File: src/rtl/uart_rx_cfg.sv
// UART receiver with configurable framing, 3-sample majority voting, line-break
// detection and a single-word holding register with overrun signalling.
module uart_rx_cfg #(
    parameter int unsigned CLKS_PER_BIT = 868,
    parameter int unsigned DATA_BITS    = 8,
    parameter int unsigned PARITY       = 0,
    parameter int unsigned STOP_BITS    = 1
) (
    input  logic                 clk,
    input  logic                 rst,
    input  logic                 rx,
    output logic [DATA_BITS-1:0] data,
    output logic                 data_valid,
    input  logic                 data_ready,
    output logic                 parity_err,
    output logic                 frame_err,
    output logic                 overrun,
    output logic                 break_det
);
    localparam int unsigned   CW        = $clog2(CLKS_PER_BIT);
    localparam int unsigned   IW        = 4;
    localparam logic [CW-1:0] CNT_MAX   = CW'(CLKS_PER_BIT - 1);
    localparam logic [CW-1:0] SMP_A     = CW'(CLKS_PER_BIT / 2 - 1);
    localparam logic [CW-1:0] SMP_B     = CW'(CLKS_PER_BIT / 2);
    localparam logic [CW-1:0] SMP_C     = CW'(CLKS_PER_BIT / 2 + 1);
    localparam logic [IW-1:0] LAST_DATA = IW'(DATA_BITS - 1);
    localparam logic          LAST_STOP = 1'(STOP_BITS - 1);

    typedef enum logic [2:0] {
        S_IDLE,
        S_START,
        S_DATA,
        S_PARITY,
        S_STOP,
        S_BREAK_WAIT
    } state_t;

    state_t               state;
    logic                 rx_meta;
    logic                 rx_sync;
    logic                 rx_prev;
    logic [CW-1:0]        cnt;
    logic                 smp_a;
    logic                 smp_b;
    logic [IW-1:0]        bit_idx;
    logic                 stop_idx;
    logic [DATA_BITS-1:0] shreg;
    logic                 frm_perr;
    logic                 frm_ferr;
    logic                 zero_acc;
    logic                 done;

    logic          maj_c;
    logic          decide_c;
    logic          par_c;
    logic [CW-1:0] cnt_next_c;

    always_comb begin
        maj_c      = (smp_a & smp_b) | (smp_a & rx_sync) | (smp_b & rx_sync);
        decide_c   = (cnt == SMP_C);
        par_c      = (^shreg) ^ maj_c;
        cnt_next_c = (cnt == CNT_MAX) ? '0 : cnt + 1'b1;
    end

    // Synchroniser, bit timing and frame state machine.
    always_ff @(posedge clk or negedge rst) begin
        if (!rst) begin
            state     <= S_IDLE;
            rx_meta   <= 1'b1;
            rx_sync   <= 1'b1;
            rx_prev   <= 1'b1;
            cnt       <= '0;
            smp_a     <= 1'b1;
            smp_b     <= 1'b1;
            bit_idx   <= '0;
            stop_idx  <= 1'b0;
            shreg     <= '0;
            frm_perr  <= 1'b0;
            frm_ferr  <= 1'b0;
            zero_acc  <= 1'b0;
            done      <= 1'b0;
            break_det <= 1'b0;
        end else begin
            rx_meta   <= rx;
            rx_sync   <= rx_meta;
            rx_prev   <= rx_sync;
            done      <= 1'b0;
            break_det <= 1'b0;
            if (state inside {S_START, S_DATA, S_PARITY, S_STOP}) begin
                cnt <= cnt_next_c;
                if (cnt == SMP_A) smp_a <= rx_sync;
                if (cnt == SMP_B) smp_b <= rx_sync;
            end
            case (state)
                S_IDLE: begin
                    if (rx_prev && !rx_sync) begin
                        state <= S_START;
                        cnt   <= '0;
                    end
                end
                S_START: begin
                    if (decide_c) begin
                        if (maj_c) begin
                            state <= S_IDLE;
                        end else begin
                            state    <= S_DATA;
                            bit_idx  <= '0;
                            zero_acc <= 1'b1;
                            frm_perr <= 1'b0;
                            frm_ferr <= 1'b0;
                        end
                    end
                end
                S_DATA: begin
                    if (decide_c) begin
                        shreg    <= {maj_c, shreg[DATA_BITS-1:1]};
                        zero_acc <= zero_acc & ~maj_c;
                        bit_idx  <= bit_idx + 1'b1;
                        if (bit_idx == LAST_DATA) begin
                            state    <= (PARITY != 0) ? S_PARITY : S_STOP;
                            stop_idx <= 1'b0;
                        end
                    end
                end
                S_PARITY: begin
                    if (decide_c) begin
                        frm_perr <= (PARITY == 1) ? ~par_c : par_c;
                        zero_acc <= zero_acc & ~maj_c;
                        state    <= S_STOP;
                        stop_idx <= 1'b0;
                    end
                end
                S_STOP: begin
                    if (decide_c) begin
                        frm_ferr <= frm_ferr | ~maj_c;
                        zero_acc <= zero_acc & ~maj_c;
                        if (stop_idx == LAST_STOP) begin
                            // An all-zero frame is a line break, not a word.
                            if (zero_acc & ~maj_c) begin
                                break_det <= 1'b1;
                                state     <= S_BREAK_WAIT;
                                cnt       <= '0;
                            end else begin
                                done  <= 1'b1;
                                state <= S_IDLE;
                            end
                        end else begin
                            stop_idx <= 1'b1;
                        end
                    end
                end
                S_BREAK_WAIT: begin
                    if (!rx_sync) begin
                        cnt <= '0;
                    end else if (cnt == CNT_MAX) begin
                        cnt   <= '0;
                        state <= S_IDLE;
                    end else begin
                        cnt <= cnt + 1'b1;
                    end
                end
                default: state <= S_IDLE;
            endcase
        end
    end

    // Output holding register: a completed frame loads unless an unconsumed word blocks it.
    always_ff @(posedge clk or negedge rst) begin
        if (!rst) begin
            data       <= '0;
            data_valid <= 1'b0;
            parity_err <= 1'b0;
            frame_err  <= 1'b0;
            overrun    <= 1'b0;
        end else begin
            overrun <= 1'b0;
            if (done) begin
                if (!data_valid || data_ready) begin
                    data       <= shreg;
                    parity_err <= frm_perr;
                    frame_err  <= frm_ferr;
                    data_valid <= 1'b1;
                end else begin
                    overrun <= 1'b1;
                end
            end else if (data_valid && data_ready) begin
                data_valid <= 1'b0;
            end
        end
    end
endmodule

File: config.mk
export PLATFORM = sky130hd
export DESIGN_NAME = uart_rx_cfg
export DESIGN_NICKNAME = d
export VERILOG_FILES = /design/src/rtl/uart_rx_cfg.sv
export SDC_FILE = /design/constraint.sdc
export NUM_CORES = 1
export LEC_CHECK = 0
export BUFFER_PORTS_ARGS = -buffer_cell sky130_fd_sc_hd__buf_2
export CAP_MARGIN = 20
export CORE_ASPECT_RATIO = 1.4
export CORE_MARGIN = 8
export CORE_UTILIZATION = 51
export CTS_CLUSTER_DIAMETER = 60
export CTS_CLUSTER_SIZE = 24
export DETAILED_ROUTE_END_ITERATION = 16
export PLACE_DENSITY = 0.69
export SLEW_MARGIN = 10
export SYNTH_ARGS = -nofsm -noshare
export SYNTH_HDL_FRONTEND = slang
export SYNTH_SLANG_ARGS = --single-unit
File: constraint.sdc
create_clock -name clk -period 6.23 [get_ports clk]
set_clock_uncertainty 0.2 [all_clocks]
set_input_delay 0.9345 -clock clk [delete_from_list [all_inputs] [get_ports clk]]
set_output_delay 0.9345 -clock clk [all_outputs]
set_load 0.1 [all_outputs]
### Yosys cells after proc, flatten, opt, wreduce, memory -nomap -nowiden

Cells that the tools add are included.
W data, S select, Z words.

* mux-type cells: 53
* bitwise gates (word level): 9
* $add $sub $neg: 2
* equality and inequality tests: 22
* reduce and logical (&&, ||, !) cells: 26

Operators by type and width (count)
* $mux W10: 7
* $eq A10 B9 Y1 const B: 3
* $mux W3: 10
* $pmux W10 S3: 1
* $mux W1: 25
* $ne A2 B2 Y1 const B: 9
* $pmux W3 S6: 1
* $reduce_and A4 Y1: 4
* $mux W4: 3
* $add A10 B1 Y10 const B: 1
* $eq A10 B10 Y1 const B: 1
* $reduce_and A2 Y1: 5
* $reduce_bool A2 Y1: 5
* $reduce_and A9 Y1: 1
* $pmux W4 S2: 1
* $reduce_xor A8 Y1: 1
* $eq A3 B2 Y1 const B: 2
* $eq A3 B3 Y1 const B: 2
* $ne A2 B1 Y1 const B: 3
* $pmux W1 S2: 3
* $reduce_and A5 Y1: 1
* $add A4 B1 Y4 const B: 1
* $and A1 B1 Y1: 4
* $eq A4 B3 Y1 const B: 1
* other kinds (13): 17

* word-level logic and storage cells: 132
* input port bits: 4
* flip-flop bits (word level): 48

### Logic depth before layout (Yosys ltp)

Gate-level depths: netlist of run 1.

* depth after elaboration: 9
* depth in mapped cells: 7
* mapped depth without buffers: 6

### Worst setup path before layout of run 1

Ideal clock, no wire load.

* kind: input -> register
* from: input data_ready
* to: register data[0]
* data required time: 5904 ps
* setup slack: 4159 ps
* buffers on the path: 0
* stages on the path: 3
* arrival: 1745 ps
* setup time: 126 ps
* path through: nand2b_1 > nand2_1 > mux2_2

* longest elaborated chain between the ends: 2

RTL lines
* start: declaration: RTL line 14 `input logic data_ready,`
* $logic_or A1 B1 Y1: RTL line 178 `if (!data_valid || data_ready) begin`
* $reduce_and A2 Y1 (no source line)
* end signal: assignment: RTL line 179 `data <= shreg;`
* end: declaration: RTL line 12 `output logic [DATA_BITS-1:0] data,`

Every way passes these cells.
A chain may end at the register's enable or synchronous reset.

### Final worst setup path of run 1

* from: register cnt[0]
* to: register cnt[8]

* longest elaborated chain between the ends: 7

RTL lines
* start: declaration: RTL line 42 `logic [CW-1:0] cnt;`
* start signal: assignment: RTL line 90 `cnt <= cnt_next_c;`
* start signal: assignment: RTL line 159 `cnt <= cnt + 1'b1;`
* $add A10 B1 Y10 / $eq A10 B10 Y1 (equally long branches): RTL line 62, 159, 155
* $mux W10: RTL line 62, 155
* $mux W10: RTL line 89 `if (state inside {S_START, S_DATA, S_PARITY, S_STOP}) begin`
* $mux W10: RTL line 139 `if (zero_acc & ~maj_c) begin`
* $mux W10: RTL line 137 `if (stop_idx == LAST_STOP) begin`
* $mux W10: RTL line 134 `if (decide_c) begin`
* $pmux W10 S3 (*): RTL line 94 `case (state)`

Mark *: on every way between the ends. The rest lies on a longest branch, timed or not.

==> metrics.md, run 1 <==
| Metric | Value |
|---|---|
| Top FF cell, synth | `dfrtp_1` |
| Worst-Skew Late Latency | `0.30 ns` |
| Final worst path period share | `0.425` |
| Io pins | `17` |
| Area Overhead vs Synth | `10.9%` |
| Final-report hold violation count | `0` |
| First-pass GRT wire length | `8.09 mm` |
| Worst-path cell chain | `ha_1 -> nand2b_2 -> nor4_4 -> nand4b_2 -> a31oi_2 -> o21ai_0` |
| Pwr dens | `268 mW/mm^2` |
| Count of endpoints failing setup in the final report | `0` |
| Cts hold-fix bufs | `0` |
| Clk sinks | `47` |
| Static Leak | `around 1.3 nW` |
| GRT Resource Usage Total | `0.138` |
| Critical Path Slowest Stage Cell | `nor4_4` |
| Largest net degree at the start of global routing | `48` |
| Congestion Overflow GR | `0` |
| Mux cell area share after synthesis | `0.0927` |
| CTS resizes | `0` |
| Register-to-Register Path Depth | `6` |
| Seq/Total Area, Yosys | `0.487` |
| Status | `finished, final reports clean` |
| # port buffers | `16` |
| Worst EP required | `6.20 ns` |
| Postcts setup bufs | `0` |
| Post-synthesis adder-cell area fraction | `0.0252` |
| Critical path peak fanout | `12` |
| # DRC | `0` |
| Post-synthesis compound-gate area fraction | `0.154` |
| Pre-Repair DR Iteration Count | `4` |
| Critical path arrival | `roughly 2.6 ns` |
| R2R setup slack | `around 3.6 ns` |
| Die width | `between 70 and 80 um` |
| RSZ-0062 raised after global routing | `no` |
| Syn_area_per_cell | `roughly 11 sq um` |
| Minimum clock period | `between 2 and 3 ns` |
| Setup CP Type | `register to register` |
| Synth warnings | `0` |
| CTS tree | `done` |
| Nets | `between 200 and 250` |
| Antenna Cells | `0` |
| Chip height | `about 100 um` |
| Place WS | `~3.6 ns` |
| Hold Path Class | `register to register` |
| Fin worst setup slack | `around 3.6 ns` |
| Top delay family on crit path | `simple AND/OR/NAND/NOR gates` |
| Setup crit end | `cnt[8]$_DFF_PN0_` |
| Syn nets | `between 200 and 250` |
| GPL Wtd Cong | `between 0.8 and 0.9` |
| Netlist cell types | `60` |
| Fin. max-slew vios | `0` |
| DRT iter0 DRCs | `40` |
| Largest family of logic cells by synthesized area | `simple AND/OR/NAND/NOR gates` |
| Worst Path Buf+Inv | `0` |
| Initial antenna violation count | `0` |
| Synth Register Bits | `47` |
| Row Count | `29` |
| Post-Synth Simple-Gate Area | `0.181` |
| Clk buf depth | `2` |
| FFs w/ async S/R, synth | `1.00` |
| Reg2reg start | `cnt[0]$_DFF_PN0_` |
| Slowest stage delay, CP | `roughly 0.70 ns` |
| CP Launch Type | `register` |
| Routed vias | `1709` |
| Gate count after technology mapping | `~220` |
| Via-per-instance ratio | `about 5.7` |
| Cell depth of the worst setup path | `6` |
| Root buf cell | `clkbuf_8` |
| DRT antenna net count | `0` |
| Clock Pin Slew Worst Setup and Hold Paths | `about 0.090 ns` |
| WL final | `4.62 mm` |
| Crit path capture type | `register` |
| Area of the die | `0.00726 sq mm` |
| Initial Util | `0.531` |
| FF-to-FF End | `cnt[8]$_DFF_PN0_` |
| Max Cap Violations | `0` |
| Peak VDD IR | `between 0.15 and 0.2 mV` |
| Final TNS setup | `0 ns` |
| Synthesized area | `about 0.0024 sq mm` |
| CTS Buf Count | `5` |
| Vias in the first global route | `~1700` |
| Slew @ Worst Pin | `between 0.7 and 0.8 ns` |
| Layout cells sized above 1 | `0.225` |
| Xor/xnor cell area share of the yosys netlist | `0.0325` |
| CP Launch Point | `cnt[0]$_DFF_PN0_` |
| Maximum achievable frequency | `approximately 0.38 GHz` |
| Worst slew margin relative to its limit | `0.507` |
| Number of flops mapped to enable cells by yosys | `0` |
| Detailed Place HPWL | `approximately 3.4 mm` |
| Wirelength per Cell | `15.5 um` |
| H-tree levels | `2` |
| Core region area | `about 0.0046 sq mm` |
==> placed cells by master (no fill, tap or decap), drive strengths merged, types with 4 or more instances in the layout <==
cell type,Yosys,layout
xnor2,8,8
mux2,20,20
dfstp,5,5
buf,3,17
nor3,5,5
ha,4,4
nand2b,5,5
nand3,5,5
dfrtp,42,42
a21oi,7,7
clkbuf,3,5
inv,10,11
nand2,15,15
and2,4,4
nor2,8,8
o21ai,14,14
==> report_power, final <==
group / switching [mW] / internal, mW
sequential: 0.0346 / 0.323
clock: 0.104 / 0.121
combinational: 0.0802 / 0.0579
==> synth_stat cells (2+ instances only) <==
cell | n | area (sq um)
nand3_1 | 5 | 25.0
a311oi_1 | 2 | 17.5
o21ai_1 | 3 | 15.0
a21oi_1 | 7 | 35.0
nand2_1 | 14 | 52.6
a2bb2oi_1 | 2 | 17.5
nand4_1 | 3 | 18.8
and3_1 | 3 | 18.8
nand3b_1 | 2 | 15.0
a21o_1 | 3 | 22.5
mux2_1 | 8 | 90.1
o21ai_0 | 11 | 55.1
or3_1 | 2 | 12.5
o22ai_1 | 3 | 18.8
inv_1 | 10 | 37.5
a31oi_1 | 2 | 12.5
buf_2 | 2 | 10.0
and4_1 | 2 | 17.5
dfstp_2 | 5 | 131
dfrtp_1 | 42 | 1050
o211ai_1 | 3 | 22.5
nor2b_1 | 2 | 12.5
xnor2_1 | 8 | 70.1
a41oi_1 | 2 | 17.5
nor2_1 | 8 | 30.0
a32oi_1 | 2 | 17.5
mux2_2 | 12 | 135
nor3_1 | 5 | 25.0
clkbuf_1 | 3 | 11.3
nand2b_1 | 4 | 25.0
and2_1 | 4 | 25.0
o31ai_1 | 2 | 15.0
ha_1 | 4 | 50.1
==> final cells by class <==
cell class                 instances  area (sq um)
timing repair buffer              17           100
sequential                        47          1180
clock inverter                     3          46.3
fill                             388          1880
inverter                          10          37.5
tap                               62          77.6
multi-input combinational        154          1180
clock buffer                       5          68.8
==> sequential cells by signal (all words and copies together) (netlist names), 3 cells and up <==
name     cells
state        3
bit_idx      4
cnt         10
data         8
shreg        8
==> logic make-up (layout without fill, tap and decap cells) <==
family / count (synthesis) / in the layout
xor+xnor: 9 / 9
simple gates: 67 / 67
flops: 47 / 47
fa+ha+maj: 5 / 5
mux: 20 / 20
compound gates: 53 / 53
buf+inv: 16 / 35
==> layer usage <==
layer	up-vias	wire length (um)	GRT usage
met5	-	0	0
met4	0	103	0.0621
met3	10	151	0.0289
met2	29	2400	0.234
met1	830	1970	0.159
li1	840	-	-
==> worst min-delay path by stage <==
stage / start / endpoint / slack [ns] / cells past startpoint
floorplan: rx_meta$_DFF_PN1_ / rx_sync$_DFF_PN1_ / 0.15 / 0
global placement: rx_meta$_DFF_PN1_ / rx_sync$_DFF_PN1_ / 0.15 / 0
detailed placement: rx_meta$_DFF_PN1_ / rx_sync$_DFF_PN1_ / 0.15 / 0
CTS: rx_meta$_DFF_PN1_ / rx_sync$_DFF_PN1_ / 0.16 / 0
global route: rx_meta$_DFF_PN1_ / rx_sync$_DFF_PN1_ / 0.17 / 0
finish: rx_meta$_DFF_PN1_ / rx_sync$_DFF_PN1_ / 0.16 / 0
==> stage by stage <==
stage | hold WS, ns | instance area (sq um) | instances | util | power, mW
after floorplan | 0.145 | 2430 | 217 | - | 0.460
after global placement | 0.148 | 2560 | 289 | 0.559 | 0.497
after global routing | 0.170 | 2690 | 298 | 0.589 | 0.765
final | 0.160 | 2690 | 298 | 0.589 | 0.721
after CTS | 0.160 | 2670 | 297 | 0.585 | 0.731
after detailed placement | 0.147 | 2560 | 289 | 0.559 | 0.498
==> worst register-to-register path, stage by stage (launching register included) <==
cell	delay [ns]
dfrtp_1	0.43
ha_1	0.25
nand2b_2	0.16
nor4_4	0.70
nand4b_2	0.32
a31oi_2	0.32
o21ai_0	0.15
(Power assumes the default switching activity.)
==> inputs of run 2 (changes only) <==
--- a/config.mk
+++ b/config.mk
@@ -5,6 +5,7 @@
 export SDC_FILE = /design/constraint.sdc
 export NUM_CORES = 1
 export LEC_CHECK = 0
+export ABC_AREA = 1
 export BUFFER_PORTS_ARGS = -buffer_cell sky130_fd_sc_hd__buf_2
 export CAP_MARGIN = 20
 export CORE_ASPECT_RATIO = 1.4
==> constraint.sdc (replaced) <==
create_clock -name clk -period 2.7 [get_ports clk]
set_clock_uncertainty 0.2 [all_clocks]
set_input_delay 0.405 -clock clk [delete_from_list [all_inputs] [get_ports clk]]
set_output_delay 0.405 -clock clk [all_outputs]
set_load 0.1 [all_outputs]
==> metrics.md, run 2 <==
| Metric | Value |
|---|---|
| Critical path arrival | `approximately 2.3 ns` |
| Number of flops mapped to enable cells by yosys | `0` |
| Wirelength per Cell | `between 10 and 15 um` |
| Final core occ | `0.569` |
| Syn nets | `358` |
| Worst Hold Endpoint | `overrun$_DFF_PN0_` |
| Syn_area_per_cell | `7.62 sq um` |
| Peak VDD IR | `0.523 mV` |
| Pre-Repair DR Iteration Count | `4` |
| Worst-path cell chain | `ha_1 -> inv_1 -> nor3_1 -> nand3_1 -> o21ai_1 -> nand3_2 -> nand2_1 -> o21ai_0` |
| Initial antenna violation count | `0` |
| Yosys top cell by area | `dfrtp_1` |
| Most frequent cells in the layout | `nand2_1 (114), nand3_1 (44), dfrtp_1 (42)` |
| Crit path capture type | `register` |
| Core region area | `~0.005 sq mm` |
| Hold_sp | `data_ready` |
| DRT antenna net count | `0` |
| Register-to-Register Path Depth | `8` |
| Layout cells sized above 1 | `0.151` |
| Top post-synthesis cells by area | `dfrtp_1 (39%), nand2_1 (16%), nand3_1 (8.3%)` |
| Filler cells | `510` |
| Count of endpoints failing setup in the final report | `0` |
| Pwr dens | `between 600 and 700 mW/mm^2` |
| Number of flip-flops in the largest register | `10` |
| H-tree levels | `2` |
| FF-to-FF End | `state[1]$_DFFE_PN0P_` |
| Clk network pwr share | `0.210` |
| Netlist cell types | `32` |
| CTS tree | `done` |
| Vias in the first global route | `between 2000 and 2500` |
| Final worst path period share | `0.848` |
| Synth Register Bits | `47` |
| Antenna Cells | `0` |
| Reg power frac | `0.440` |
| Routed vias | `~2300` |
| Largest net degree at the start of global routing | `27` |
| First-pass GRT wire length | `around 9.9 mm` |
| GRT Resource Usage Total | `0.155` |
| Top-count cell post-synth | `nand2_1` |
| CTS Buf Count | `5` |
| Slew @ Worst Pin | `roughly 0.60 ns` |
| Fin. max-slew vios | `0` |
| Congestion Overflow GR | `0` |
| Root buf cell | `clkbuf_8` |
| CTS resizes | `0` |
| Synth warnings | `0` |
| Max Cap Violations | `0` |
| GPL Wtd Cong | `~0.97` |
| Internal | `between 1 and 1.5 mW` |
| Hold Path Class | `input pin to register` |
| Worst Path Buf+Inv | `1` |
| Worst slew margin relative to its limit | `0.596` |
| P_sw | `around 0.8 mW` |
| Combinational power share | `0.351` |
| Top FF cell, synth | `dfrtp_1` |
| CP Launch Type | `register` |
| Top reg by flops | `cnt` |
| Critical path peak fanout | `15` |
| Clk buf depth | `2` |
| Via-per-instance ratio | `5.21` |
| Chip height | `between 100 and 150 um` |
| Final-report hold violation count | `0` |
| Io pins | `17` |
| Row Count | `31` |
| # port buffers | `16` |
| Worst-Skew Late Latency | `approximately 0.3 ns` |
| Clk sinks | `47` |
| FFs w/ async S/R, synth | `1.00` |
| RSZ-0062 raised after global routing | `no` |
| Minimum clock period | `2.29 ns` |
| Critical Path Slowest Stage Cell | `nand3_1` |
| WHS | `0.159 ns` |
| Hold Crit Depth | `4` |
| Seq/Total Area, Yosys | `0.443` |
| Top delay family on crit path | `simple AND/OR/NAND/NOR gates` |
| WL final | `about 5.7 mm` |
| Most common cell after layout, fill and taps aside | `nand2_1` |
| Top Registers | `cnt (10), data (8), shreg (8)` |
| Clock Pin Slew Worst Setup and Hold Paths | `0.08 ns` |
| Area of the die | `~0.0078 sq mm` |
| Sw Ratio | `0.412` |
| Gate count after technology mapping | `350` |
| Setup CP Type | `register to register` |
| Final TNS setup | `0 ns` |
| Synthesized area | `~0.0027 sq mm` |
| Slowest stage delay, CP | `about 0.42 ns` |
| R2R setup slack | `0.41 ns` |
| Yosys top cell area share | `0.394` |
| Detailed Place HPWL | `4.28 mm` |
| Worst EP required | `about 2.7 ns` |
| Area Overhead vs Synth | `9.29%` |
| Reg2reg start | `cnt[1]$_DFF_PN0_` |
| Die width | `between 70 and 80 um` |
| Maximum achievable frequency | `~0.44 GHz` |
| # DRC | `0` |
| Synth cell count leaders | `nand2_1 (114), nand3_1 (44), dfrtp_1 (42)` |
| Status | `finished, final reports clean` |
| Nets | `between 300 and 400` |
| Static Leak | `approximately 1.4 nW` |
| DRT iter0 DRCs | `86` |
| Initial Util | `0.521` |
run 2: changes by cell type after synthesis, moves of 11 or more:
cell | previous run | this run
mux2_2 | 12 | 1
inv_1 | 10 | 33
nor2_1 | 8 | 21
nand2_1 | 14 | 114
nand3_1 | 5 | 44
run 2: through the flow:
stage	area, sq um	power [mW]	instances	setup WS [ns]
finish	2910	1.99	437	0.411
detailed placement	2810	1.59	427	0.437
global route	2910	2.14	437	0.123
floorplan	2670	1.43	350	0.703
global placement	2810	1.57	427	0.585
CTS	2910	2.01	437	0.429
run 2: metal layers:
metal  up-vias  track usage  part of all wire
li1       1172            -                 -
met1      1067        0.159              0.42
met2        35        0.305              0.55
met3         4       0.0329             0.025
met4         0       0.0481            0.0093
met5         -            0                 0
run 2: area by class of cell:
type / count / area, sq um / area share
flip-flops and latches: 47 / 1180 / 0.406
repair buffers: 19 / 120 / 0.0412
clock inverters: 2 / 13.8 / 0.00472
multi-input cells: 260 / 1300 / 0.447
clock buffers: 6 / 72.6 / 0.0249
well taps: 66 / 82.6 / 0.0283
inverters: 37 / 139 / 0.0477
run 2: power groups by stage:
| stage | clock network, mW | logic, mW | registers [mW] |
|---|---|---|---|
| floorplan | 0 | 0.580 | 0.850 |
| global placement | 0 | 0.682 | 0.884 |
| detailed placement | 0 | 0.703 | 0.884 |
| CTS | 0.435 | 0.705 | 0.873 |
| global route | 0.454 | 0.806 | 0.884 |
| finish | 0.418 | 0.698 | 0.875 |
run 2: worst min-delay path, delay by kind of cell:
family                 cells  cell delay (ns)
buffers and inverters      2             0.10
AND/OR/NAND/NOR            2             0.11
run 2: timing repair:
item,CTS,global route
hold buffers,2,0
endpoints found under the hold margin,17,0
setup buffers,0,0
run 2: cells by family after synthesis:
| group | synth area share |
|---|---|
| flops | 0.443 |
| xor+xnor | 0.0197 |
| fa+ha+maj | 0.0188 |
| buf+inv | 0.0676 |
| compound gates | 0.0981 |
| mux | 0.00422 |
| simple gates | 0.348 |
run 2: how the worst max path moves through the flow:
stage | startpoint | to | slack [ns] | cells after the start
after floorplan | data_valid$_DFFE_PN0P_ | data[0]$_DFFE_PN0P_ | 0.70 | 3
after global placement | cnt[1]$_DFF_PN0_ | state[1]$_DFFE_PN0P_ | 0.59 | 8
after detailed placement | cnt[1]$_DFF_PN0_ | state[1]$_DFFE_PN0P_ | 0.44 | 8
after CTS | cnt[1]$_DFF_PN0_ | state[1]$_DFFE_PN0P_ | 0.43 | 8
after global routing | cnt[1]$_DFF_PN0_ | state[1]$_DFFE_PN0P_ | 0.12 | 8
final | cnt[1]$_DFF_PN0_ | state[1]$_DFFE_PN0P_ | 0.41 | 8
